File: src/rtl/led_refresh_ctrl.sv
// ----------------------------------------------------------------------------
// led_refresh_ctrl
//
// Frame scheduler in front of the LED serial sender and its 24-bit RGB FIFO.
// A periodic refresh tick or a manual trigger requests a frame. The block then
// copies LED_NUM pixels from a 1-cycle-latency pixel source into the FIFO,
// pulses the sender enable, and counts the sender's FIFO read strobes to detect
// the end of transmission. A timeout guards against a sender that never
// finishes.
//
// Ports:
//   clk         system clock
//   rst         asynchronous, active-high reset
//   refresh_en  enables the periodic refresh timer
//   period      refresh period in clk cycles (0 = timer disabled)
//   trig        one-cycle manual frame request
//   pix_rd      pixel read strobe
//   pix_addr    pixel address, valid with pix_rd
//   pix_data    RGB pixel data, valid the cycle after pix_rd
//   fifo_wr     FIFO write strobe
//   fifo_wdata  FIFO write data
//   fifo_full   FIFO full flag
//   snd_enable  one-cycle start pulse to the sender
//   snd_rd      snooped sender FIFO read strobe
//   busy        high whenever the scheduler is not idle
//   frame_done  one-cycle pulse after a successful frame
//   overrun     sticky: request arrived while another was already queued
//   tx_timeout  sticky: sender did not finish within TIMEOUT_CYC cycles
//   clr_err     clears overrun and tx_timeout (clear beats a same-cycle set)
//   frame_cnt   completed frame counter, wraps
// ----------------------------------------------------------------------------
module led_refresh_ctrl #(
    parameter int unsigned LED_NUM     = 4,
    parameter int unsigned ADDR_W      = 8,
    parameter int unsigned PERIOD_W    = 24,
    parameter int unsigned TIMEOUT_CYC = 4096
) (
    input  logic                clk,
    input  logic                rst,
    input  logic                refresh_en,
    input  logic [PERIOD_W-1:0] period,
    input  logic                trig,
    output logic                pix_rd,
    output logic [ADDR_W-1:0]   pix_addr,
    input  logic [23:0]         pix_data,
    output logic                fifo_wr,
    output logic [23:0]         fifo_wdata,
    input  logic                fifo_full,
    output logic                snd_enable,
    input  logic                snd_rd,
    output logic                busy,
    output logic                frame_done,
    output logic                overrun,
    output logic                tx_timeout,
    input  logic                clr_err,
    output logic [15:0]         frame_cnt
);

    // ------------------------------------------------------------------------
    // Local constants
    // ------------------------------------------------------------------------
    localparam logic [1:0] S_IDLE = 2'd0;
    localparam logic [1:0] S_FILL = 2'd1;
    localparam logic [1:0] S_KICK = 2'd2;
    localparam logic [1:0] S_WAIT = 2'd3;

    // Pixel index needs one extra bit so LED_NUM == 2**ADDR_W still fits.
    localparam int unsigned IDX_W = ADDR_W + 1;
    // Sender emits start word + LED words + end word + final strobe.
    localparam int unsigned SND_PULSES = LED_NUM + 3;
    localparam int unsigned SND_W = $clog2(SND_PULSES + 1);
    localparam int unsigned TO_W  = $clog2(TIMEOUT_CYC + 1);

    localparam logic [IDX_W-1:0]    LAST_IDX  = IDX_W'(LED_NUM - 1);
    localparam logic [SND_W-1:0]    LAST_SND  = SND_W'(SND_PULSES - 1);
    localparam logic [TO_W-1:0]     LAST_WAIT = TO_W'(TIMEOUT_CYC - 1);
    localparam logic [PERIOD_W-1:0] PER_ONE   = PERIOD_W'(1);

    // ------------------------------------------------------------------------
    // Registers and wires
    // ------------------------------------------------------------------------
    logic [1:0]          r_state;
    logic [IDX_W-1:0]    r_idx;
    logic                r_inflight;
    logic [SND_W-1:0]    r_snd_cnt;
    logic [TO_W-1:0]     r_wait_cnt;
    logic                r_pending;
    logic                r_overrun;
    logic                r_tx_timeout;
    logic                r_frame_done;
    logic [15:0]         r_frame_cnt;
    logic [PERIOD_W-1:0] r_timer;
    logic [PERIOD_W-1:0] r_per_act;

    logic                w_tmr_en;
    logic [PERIOD_W-1:0] w_cur_per;
    logic                w_tick;
    logic                w_req;
    logic                w_idle;
    logic                w_start;
    logic                w_pix_rd;
    logic                w_done_fire;
    logic                w_tmo_fire;

    // ------------------------------------------------------------------------
    // Refresh timer
    // ------------------------------------------------------------------------
    // The active period is captured whenever the timer is held or wraps, so a
    // new period value only takes effect at the next wrap. If the captured
    // value is still 0 (timer was just enabled this cycle), fall back to the
    // live input.
    assign w_tmr_en  = refresh_en && (period != '0);
    assign w_cur_per = (r_per_act == '0) ? period : r_per_act;
    assign w_tick    = w_tmr_en && (r_timer >= (w_cur_per - PER_ONE));

    always_ff @(posedge clk or posedge rst) begin
        if (rst) begin
            r_timer   <= '0;
            r_per_act <= '0;
        end else if (!w_tmr_en) begin
            r_timer   <= '0;
            r_per_act <= period;
        end else if (w_tick) begin
            r_timer   <= '0;
            r_per_act <= period;
        end else begin
            r_timer   <= r_timer + PER_ONE;
        end
    end

    // ------------------------------------------------------------------------
    // Request queueing
    // ------------------------------------------------------------------------
    assign w_req   = w_tick | trig;
    assign w_idle  = (r_state == S_IDLE);
    assign w_start = w_idle && (w_req || r_pending);

    // In IDLE a start consumes the pending slot; a request arriving in that
    // same cycle is queued behind it rather than dropped.
    always_ff @(posedge clk or posedge rst) begin
        if (rst) begin
            r_pending <= 1'b0;
        end else if (w_idle) begin
            r_pending <= r_pending & w_req;
        end else if (w_req) begin
            r_pending <= 1'b1;
        end
    end

    always_ff @(posedge clk or posedge rst) begin
        if (rst) begin
            r_overrun <= 1'b0;
        end else if (clr_err) begin
            r_overrun <= 1'b0;
        end else if (!w_idle && w_req && r_pending) begin
            r_overrun <= 1'b1;
        end
    end

    // ------------------------------------------------------------------------
    // Frame sequencing
    // ------------------------------------------------------------------------
    // One pixel in flight at most: a read is only issued when the previous
    // read's write has been performed.
    assign w_pix_rd = (r_state == S_FILL) && !r_inflight && !fifo_full;

    // Completion wins over a timeout landing in the same cycle.
    assign w_done_fire = (r_state == S_WAIT) && snd_rd && (r_snd_cnt == LAST_SND);
    assign w_tmo_fire  = (r_state == S_WAIT) && !w_done_fire && (r_wait_cnt == LAST_WAIT);

    always_ff @(posedge clk or posedge rst) begin
        if (rst) begin
            r_state    <= S_IDLE;
            r_idx      <= '0;
            r_inflight <= 1'b0;
            r_snd_cnt  <= '0;
            r_wait_cnt <= '0;
        end else begin
            case (r_state)
                S_IDLE: begin
                    if (w_start) begin
                        r_state    <= S_FILL;
                        r_idx      <= '0;
                        r_inflight <= 1'b0;
                    end
                end
                S_FILL: begin
                    r_inflight <= w_pix_rd;
                    if (r_inflight) begin
                        if (r_idx == LAST_IDX) begin
                            r_state <= S_KICK;
                            r_idx   <= '0;
                        end else begin
                            r_idx   <= r_idx + IDX_W'(1);
                        end
                    end
                end
                S_KICK: begin
                    r_state    <= S_WAIT;
                    r_snd_cnt  <= '0;
                    r_wait_cnt <= '0;
                end
                S_WAIT: begin
                    if (w_done_fire || w_tmo_fire) begin
                        r_state <= S_IDLE;
                    end else begin
                        r_wait_cnt <= r_wait_cnt + TO_W'(1);
                        if (snd_rd) begin
                            r_snd_cnt <= r_snd_cnt + SND_W'(1);
                        end
                    end
                end
                default: begin
                    r_state <= S_IDLE;
                end
            endcase
        end
    end

    // ------------------------------------------------------------------------
    // Status
    // ------------------------------------------------------------------------
    always_ff @(posedge clk or posedge rst) begin
        if (rst) begin
            r_frame_done <= 1'b0;
            r_frame_cnt  <= '0;
        end else begin
            r_frame_done <= w_done_fire;
            if (w_done_fire) begin
                r_frame_cnt <= r_frame_cnt + 16'd1;
            end
        end
    end

    always_ff @(posedge clk or posedge rst) begin
        if (rst) begin
            r_tx_timeout <= 1'b0;
        end else if (clr_err) begin
            r_tx_timeout <= 1'b0;
        end else if (w_tmo_fire) begin
            r_tx_timeout <= 1'b1;
        end
    end

    // ------------------------------------------------------------------------
    // Outputs
    // ------------------------------------------------------------------------
    // fifo_wdata is a pass-through of the pixel source during the write cycle,
    // which is exactly the cycle after the corresponding pix_rd.
    assign pix_rd     = w_pix_rd;
    assign pix_addr   = r_idx[ADDR_W-1:0];
    assign fifo_wr    = r_inflight;
    assign fifo_wdata = r_inflight ? pix_data : '0;
    assign snd_enable = (r_state == S_KICK);
    assign busy       = !w_idle;
    assign frame_done = r_frame_done;
    assign overrun    = r_overrun;
    assign tx_timeout = r_tx_timeout;
    assign frame_cnt  = r_frame_cnt;

endmodule

File: config.mk
export PLATFORM = sky130hd
export DESIGN_NAME = led_refresh_ctrl
export DESIGN_NICKNAME = d
export VERILOG_FILES = /design/src/rtl/led_refresh_ctrl.sv
export SDC_FILE = /design/constraint.sdc
export NUM_CORES = 1
export LEC_CHECK = 0
export CELL_PAD_IN_SITES_DETAIL_PLACEMENT = 1
export CELL_PAD_IN_SITES_GLOBAL_PLACEMENT = 1
export CORE_MARGIN = 3
export CORE_UTILIZATION = 44
export CTS_CLUSTER_SIZE = 25
export DETAILED_ROUTE_END_ITERATION = 10
export GPL_ROUTABILITY_DRIVEN = 0
export PLACE_DENSITY_LB_ADDON = 0.1
export SYNTH_ARGS = -nofsm -noshare
export SYNTH_HDL_FRONTEND = slang
export SYNTH_SLANG_ARGS = --single-unit
File: constraint.sdc
create_clock -name clk -period 10.2 [get_ports clk]
set_input_delay 1.53 -clock clk [delete_from_list [all_inputs] [get_ports clk]]
set_output_delay 1.53 -clock clk [all_outputs]
set_load 0.05 [all_outputs]
==> results.json, run 1 <==
{
  "status": "finished clean",
  "grt_antenna_before_repair": 0,
  "first_global_vias": 5886,
  "multi_input_area_sq_mm": 0.00361,
  "p_leak_nw": 3.24,
  "fmaxAchievable_ghz": 0.137,
  "reg2reg_to": "r_per_act[9]",
  "synthMuxAreaShare_pct": 6.10,
  "worst-r2r-setup-slack_ns": 3.71,
  "final_common_cell": "clkdlybuf4s50_1",
  "post_drt_via_cell_ratio": 5.69,
  "synth-main-ff-cell": "dfrtp_1",
  "syn_inst": 681,
  "fp-row-count": 42,
  "synth_edf_count": 0,
  "cp_max_fo": 24,
  "slew_viol_final": 0,
  "num_vias": 5440,
  "synth_adder_area_share_pct": 7.23,
  "initial_core_util_pct": 45.9,
  "crit_end": "r_per_act[9]",
  "syn2layout_area_growth_pct": 24.1,
  "fill_cells": 1542,
  "synth_top_family_by_area": "simple AND/OR/NAND/NOR gates",
  "placed_area_sq_mm": 0.00740,
  "final_cell_mix": "clkdlybuf4s50_1, dfrtp_1, nor2_1",
  "critPathLaunchType": "input port",
  "cp.arrival_ns": 7.51,
  "dr.pass1.iters": 4,
  "yosysWarnings": 0,
  "period_share_pct": 71.4,
  "syn_area_sq_mm": 0.00619,
  "fp.dieW_um": 125,
  "clk_pin_slew_worst_paths_ns": 0.06,
  "h-tree-depth": 3,
  "core_sq_mm": 0.0135,
  "grt_pass1_wl_um": 29900,
  "ys_seq_area_share_pct": 38.8,
  "grt_max_degree": 65,
  "layout-drive-gt1-share_pct": 7.69,
  "io_buffers": 109,
  "cts_setup_buffers": 0,
  "dpl.hpwl_um": 13200,
  "ys_seq_elements": 96,
  "insertion_delay_ns": 0.35,
  "ir_drop_mv": 0.166,
  "crit_type": "input port to register",
  "cts_made_buffers": 9,
  "grt_use_total_pct": 23.1,
  "syn-num-nets": 771,
  "drv_cap": 0,
  "r2r_cells": 18,
  "worstSetupStartpoint": "period[0]",
  "routed_wl_um": 17600,
  "tns_ns": 0,
  "antennaDiodeCount": 0,
  "synthSimpleGateAreaFrac_pct": 25.3,
  "worst_pin_slew_ns": 1.21,
  "ctsResizeCount": 0,
  "powerDensity_mw_per_mm2": 164,
  "synth_compound_area_share_pct": 11.6,
  "worstSetupEndpointType": "register",
  "die_h_um": 125,
  "die_area_sq_mm": 0.0155,
  "r2r_start": "r_per_act[5]",
  "postRouteAntennaNets": 0,
  "seq_area_sq_mm": 0.00240,
  "wire_per_inst_um": 18.4,
  "synth-xor-area-share_pct": 7.92,
  "cts_tree": "yes",
  "finalPower_w": 0.00126,
  "design_area_sq_mm": 0.00768,
  "max-slew-margin-rel_pct": 19.4,
  "cts_root_buffer": "clkbuf_16",
  "period_minus_slack_ns": 7.28,
  "drt-initial-drc-count": 305,
  "finalSetupViolations": 0,
  "finalHoldViolCount": 0,
  "drc": 0,
  "final_nets": 867,
  "async_reset_ff_share_pct": 100,
  "clock_skew_ns": 0.00488,
  "syn_avg_cell_area_sq_um": 9.10,
  "hold_buffers": 0,
  "rsz0062_at_grt": "false",
  "hold_class": "register to register",
  "cts_max_path_buffers": 2,
  "required_ns": 10.43,
  "yosysUniqueCellTypes": 62,
  "grt_overflow": 0,
  "clock_sinks": 96,
  "ios": 110,
  "fin_hold_ws_ns": 0.471
}
## routing by layer
layer | GRT usage [%] | wire (um) | vias up
li1 | - | - | 2596
met1 | 29.7 | 7800 | 2741
met2 | 40.2 | 8960 | 95
met3 | 5.27 | 745 | 8
met4 | 4.26 | 87 | 0
met5 | 0 | 0 | -
## worst min-delay path by stage
stage,from,to,slack (ns),depth (start not counted)
2_1_floorplan,r_idx[8],r_idx[8],0.44,1
3_3_place_gp,frame_cnt[15],frame_cnt[15],0.45,1
3_5_place_dp,frame_cnt[15],frame_cnt[15],0.47,1
4_1_cts,frame_cnt[15],frame_cnt[15],0.48,1
5_1_grt,frame_cnt[15],frame_cnt[15],0.50,1
6_report,frame_cnt[15],frame_cnt[15],0.47,1
## metrics by stage
stage                     setup WS (ns)  std cells  utilization [%]
after global routing               2.48        956             56.9
after floorplan                    4.42        681                -
after CTS                          2.97        956             56.9
after global placement             3.20        942             54.8
final                              2.92        956             56.9
after detailed placement           2.77        942             54.8
## cell families (layout without fill, tap and decap cells)
logic type,after synthesis,after routing
and+or+nand+nor,308,308
AOI/OAI and AO/OA,109,109
DFF,96,96
xor gates and xnor gates,56,56
buffers and inverters,42,141
adders and majority gates,36,36
muxes,34,34
## registers in the layout, indices dropped and copies added, names as in the netlist
name        cells
r_snd_cnt       3
tx_timeout      1
r_per_act      24
r_state         2
r_wait_cnt     13
r_idx           9
fifo_wr         1
frame_cnt      16
r_timer        24
r_pending       1
frame_done      1
overrun         1
## report_power, final
| part | total (W) | switching, W | leakage [nW] | internal, W |
|---|---|---|---|---|
| registers | 0.000465 | 0.0000510 | 1.26 | 0.000414 |
| logic | 0.000454 | 0.000286 | 1.84 | 0.000168 |
| clock network | 0.000339 | 0.000145 | 0.141 | 0.000194 |
| total | 0.00126 | 0.000482 | 3.24 | 0.000776 |
## critical path, stage by stage
cell	delay, ns
clkdlybuf4s50_1	0.54
a21oi_1	0.23
ha_1	0.31
nor4b_1	0.53
nand2_1	0.24
or4_1	0.50
mux2_2	0.31
nor2_1	0.23
nand3_1	0.13
xnor2_1	0.24
ha_1	0.30
o21ai_0	0.19
o21ai_0	0.14
a211oi_1	0.57
and3_1	1.08
mux2_2	0.43
## cell usage after synthesis, types with 16 or more instances
| library cell | instances | share of area, % |
|---|---|---|
| nand2_1 | 67 | 4.1 |
| dfrtp_1 | 96 | 39 |
| ha_1 | 35 | 7.1 |
| nor2_1 | 82 | 5.0 |
| and2_1 | 26 | 2.6 |
| nand3_1 | 33 | 2.7 |
| inv_1 | 16 | 0.97 |
| xor2_1 | 34 | 4.8 |
| nor3_1 | 19 | 1.5 |
| a21oi_1 | 30 | 2.4 |
| clkbuf_1 | 17 | 1.0 |
| o21ai_0 | 29 | 2.3 |
| xnor2_1 | 22 | 3.1 |
| mux2_2 | 30 | 5.5 |
## final cells by class
cell class,instances,area share (%)
sequential,96,31.3
clock inverter,3,0.570
tap,176,2.87
timing repair buffer,111,14.4
clock buffer,11,3.16
multi-input combinational,543,46.9
inverter,16,0.814
(Power assumes the default switching activity.)
==> run 2, diff against run 1 <==
--- a/config.mk
+++ b/config.mk
@@ -8,7 +8,7 @@
 export CELL_PAD_IN_SITES_DETAIL_PLACEMENT = 1
 export CELL_PAD_IN_SITES_GLOBAL_PLACEMENT = 1
 export CORE_MARGIN = 3
-export CORE_UTILIZATION = 44
+export CORE_UTILIZATION = 41
 export CTS_CLUSTER_SIZE = 25
 export DETAILED_ROUTE_END_ITERATION = 10
 export GPL_ROUTABILITY_DRIVEN = 0
==> constraint.sdc (replaced) <==
create_clock -name clk -period 7.63 [get_ports clk]
set_input_delay 1.1445 -clock clk [delete_from_list [all_inputs] [get_ports clk]]
set_output_delay 1.1445 -clock clk [all_outputs]
set_load 0.05 [all_outputs]
==> results.json, run 2 (same netlist as run 1, synthesis figures left out) <==
{
  "status": "finished clean",
  "powerDensity_mw_per_mm2": 225,
  "max-slew-margin-rel_pct": 45.9,
  "worstSetupEndpointType": "register",
  "cts_setup_buffers": 0,
  "clock_skew_ns": 0.00634,
  "grt_max_degree": 57,
  "intPower_w": 0.00108,
  "initial_core_util_pct": 42.3,
  "required_ns": 7.89,
  "routed_wl_um": 17700,
  "cts_made_buffers": 9,
  "cp.arrival_ns": 6.44,
  "fill_cells": 1698,
  "grt_pass1_wl_um": 29700,
  "critPathLaunchType": "input port",
  "fmaxAchievable_ghz": 0.162,
  "dpl.hpwl_um": 13300,
  "die_h_um": 129,
  "p_leak_nw": 3.28,
  "post_drt_via_cell_ratio": 5.59,
  "r2r_start": "r_per_act[5]",
  "hold_buffers": 0,
  "syn2layout_area_growth_pct": 25.3,
  "clock_sinks": 96,
  "final_nets": 870,
  "crit_end": "r_idx[8]",
  "post-route-util_pct": 53.0,
  "die_area_sq_mm": 0.0166,
  "period_share_pct": 81.0,
  "ios": 110,
  "wire_per_inst_um": 18.3,
  "drc": 0,
  "worst-r2r-setup-slack_ns": 1.80,
  "crit_type": "input port to register",
  "ir_drop_mv": 0.173,
  "cts_max_path_buffers": 2,
  "layout-drive-gt1-share_pct": 8.28,
  "p_sw_w": 0.000663,
  "worst_pin_slew_ns": 0.812,
  "r2r_cells": 21,
  "fp-row-count": 44,
  "final_common_cell": "clkdlybuf4s50_1",
  "grt_antenna_before_repair": 0,
  "cts_tree": "yes",
  "grt_overflow": 0,
  "insertion_delay_ns": 0.35,
  "rsz0062_at_grt": "false",
  "num_vias": 5413,
  "hold_class": "register to register",
  "drv_cap": 0,
  "drt-initial-drc-count": 214,
  "antennaDiodeCount": 0,
  "io_buffers": 109,
  "worstSetupStartpoint": "period[0]",
  "grt_use_total_pct": 22.1,
  "min_path_cells": 1,
  "switching_share_pct": 38.0,
  "reg2reg_to": "r_idx[8]",
  "first_global_vias": 5842,
  "core_sq_mm": 0.0146,
  "clk_pin_slew_worst_paths_ns": 0.07,
  "pwr-share-seq_pct": 35.7,
  "worstHoldStart": "frame_cnt[15]",
  "final_cell_mix": "clkdlybuf4s50_1, dfrtp_1, nor2_1",
  "slew_viol_final": 0,
  "period_minus_slack_ns": 6.18,
  "cts_root_buffer": "clkbuf_16",
  "clkPwrFrac_pct": 29.2,
  "fp.dieW_um": 129,
  "dr.pass1.iters": 4,
  "tns_ns": 0,
  "ctsResizeCount": 0,
  "finalSetupViolations": 0,
  "cp_max_fo": 14,
  "postRouteAntennaNets": 0,
  "finalHoldViolCount": 0,
  "h-tree-depth": 3,
  "comb_power_share_pct": 35.1
}
[run 2: power by group through the flow]
stage	Clock, W	Sequential, W	Combinational [W]
final	0.000508	0.000622	0.000612
after floorplan	0	0.000617	0.000416
after CTS	0.000524	0.000623	0.000619
after global placement	0	0.000627	0.000594
after global routing	0.000541	0.000633	0.000668
after detailed placement	0	0.000632	0.000613
[run 2: worst max-delay path, stage by stage]
cell and delay (ns):
clkdlybuf4s50_1 0.49, a21oi_1 0.23, ha_1 0.30, nor4b_1 0.53
nand2_1 0.22, or4_1 0.50, mux2_2 0.29, nor2_1 0.18
mux2_2 0.36, nor2_1 0.12, ha_1 0.18, nand4_1 0.15
nor4_1 0.31, a32oi_1 0.14, o211ai_1 0.18, o21ai_1 0.13
buf_4 0.19, or3_1 0.50, o31ai_1 0.28
[run 2: worst min-delay path by stage]
| stage | to | slack [ns] |
|---|---|---|
| 5_1_grt | frame_cnt[15] | 0.50 |
| 3_5_place_dp | frame_cnt[15] | 0.47 |
| 6_report | frame_cnt[15] | 0.48 |
| 3_3_place_gp | frame_cnt[15] | 0.46 |
| 4_1_cts | frame_cnt[15] | 0.48 |
| 2_1_floorplan | r_idx[8] | 0.44 |
[run 2: final cells by class]
class | instances | area, sq um | area share, %
inverter | 16 | 62.6 | 0.806
sequential | 96 | 2400 | 31.0
clock inverter | 5 | 86.3 | 1.11
timing repair buffer | 114 | 1130 | 14.5
tap | 184 | 230 | 2.97
multi-input combinational | 543 | 3610 | 46.5
clock buffer | 11 | 243 | 3.13
[run 2: stage by stage]
step	power, W	hold slack [ns]	setup WS, ns	area [sq um]	instances
2_1_floorplan	0.00103	0.438	2.24	6190	681
3_3_place_gp	0.00122	0.456	1.42	7430	953
3_5_place_dp	0.00125	0.471	1.22	7430	953
4_1_cts	0.00177	0.485	1.50	7760	969
5_1_grt	0.00184	0.499	0.772	7760	969
6_report	0.00174	0.479	1.45	7760	969
[run 2: layer usage]
metal	global-route usage [%]	up-vias	part of all wire (%)
met5	0	-	0
met4	4.45	0	1.2
met3	5.02	19	3.7
met2	39.0	84	51
met1	27.9	2700	44
li1	-	2610	-
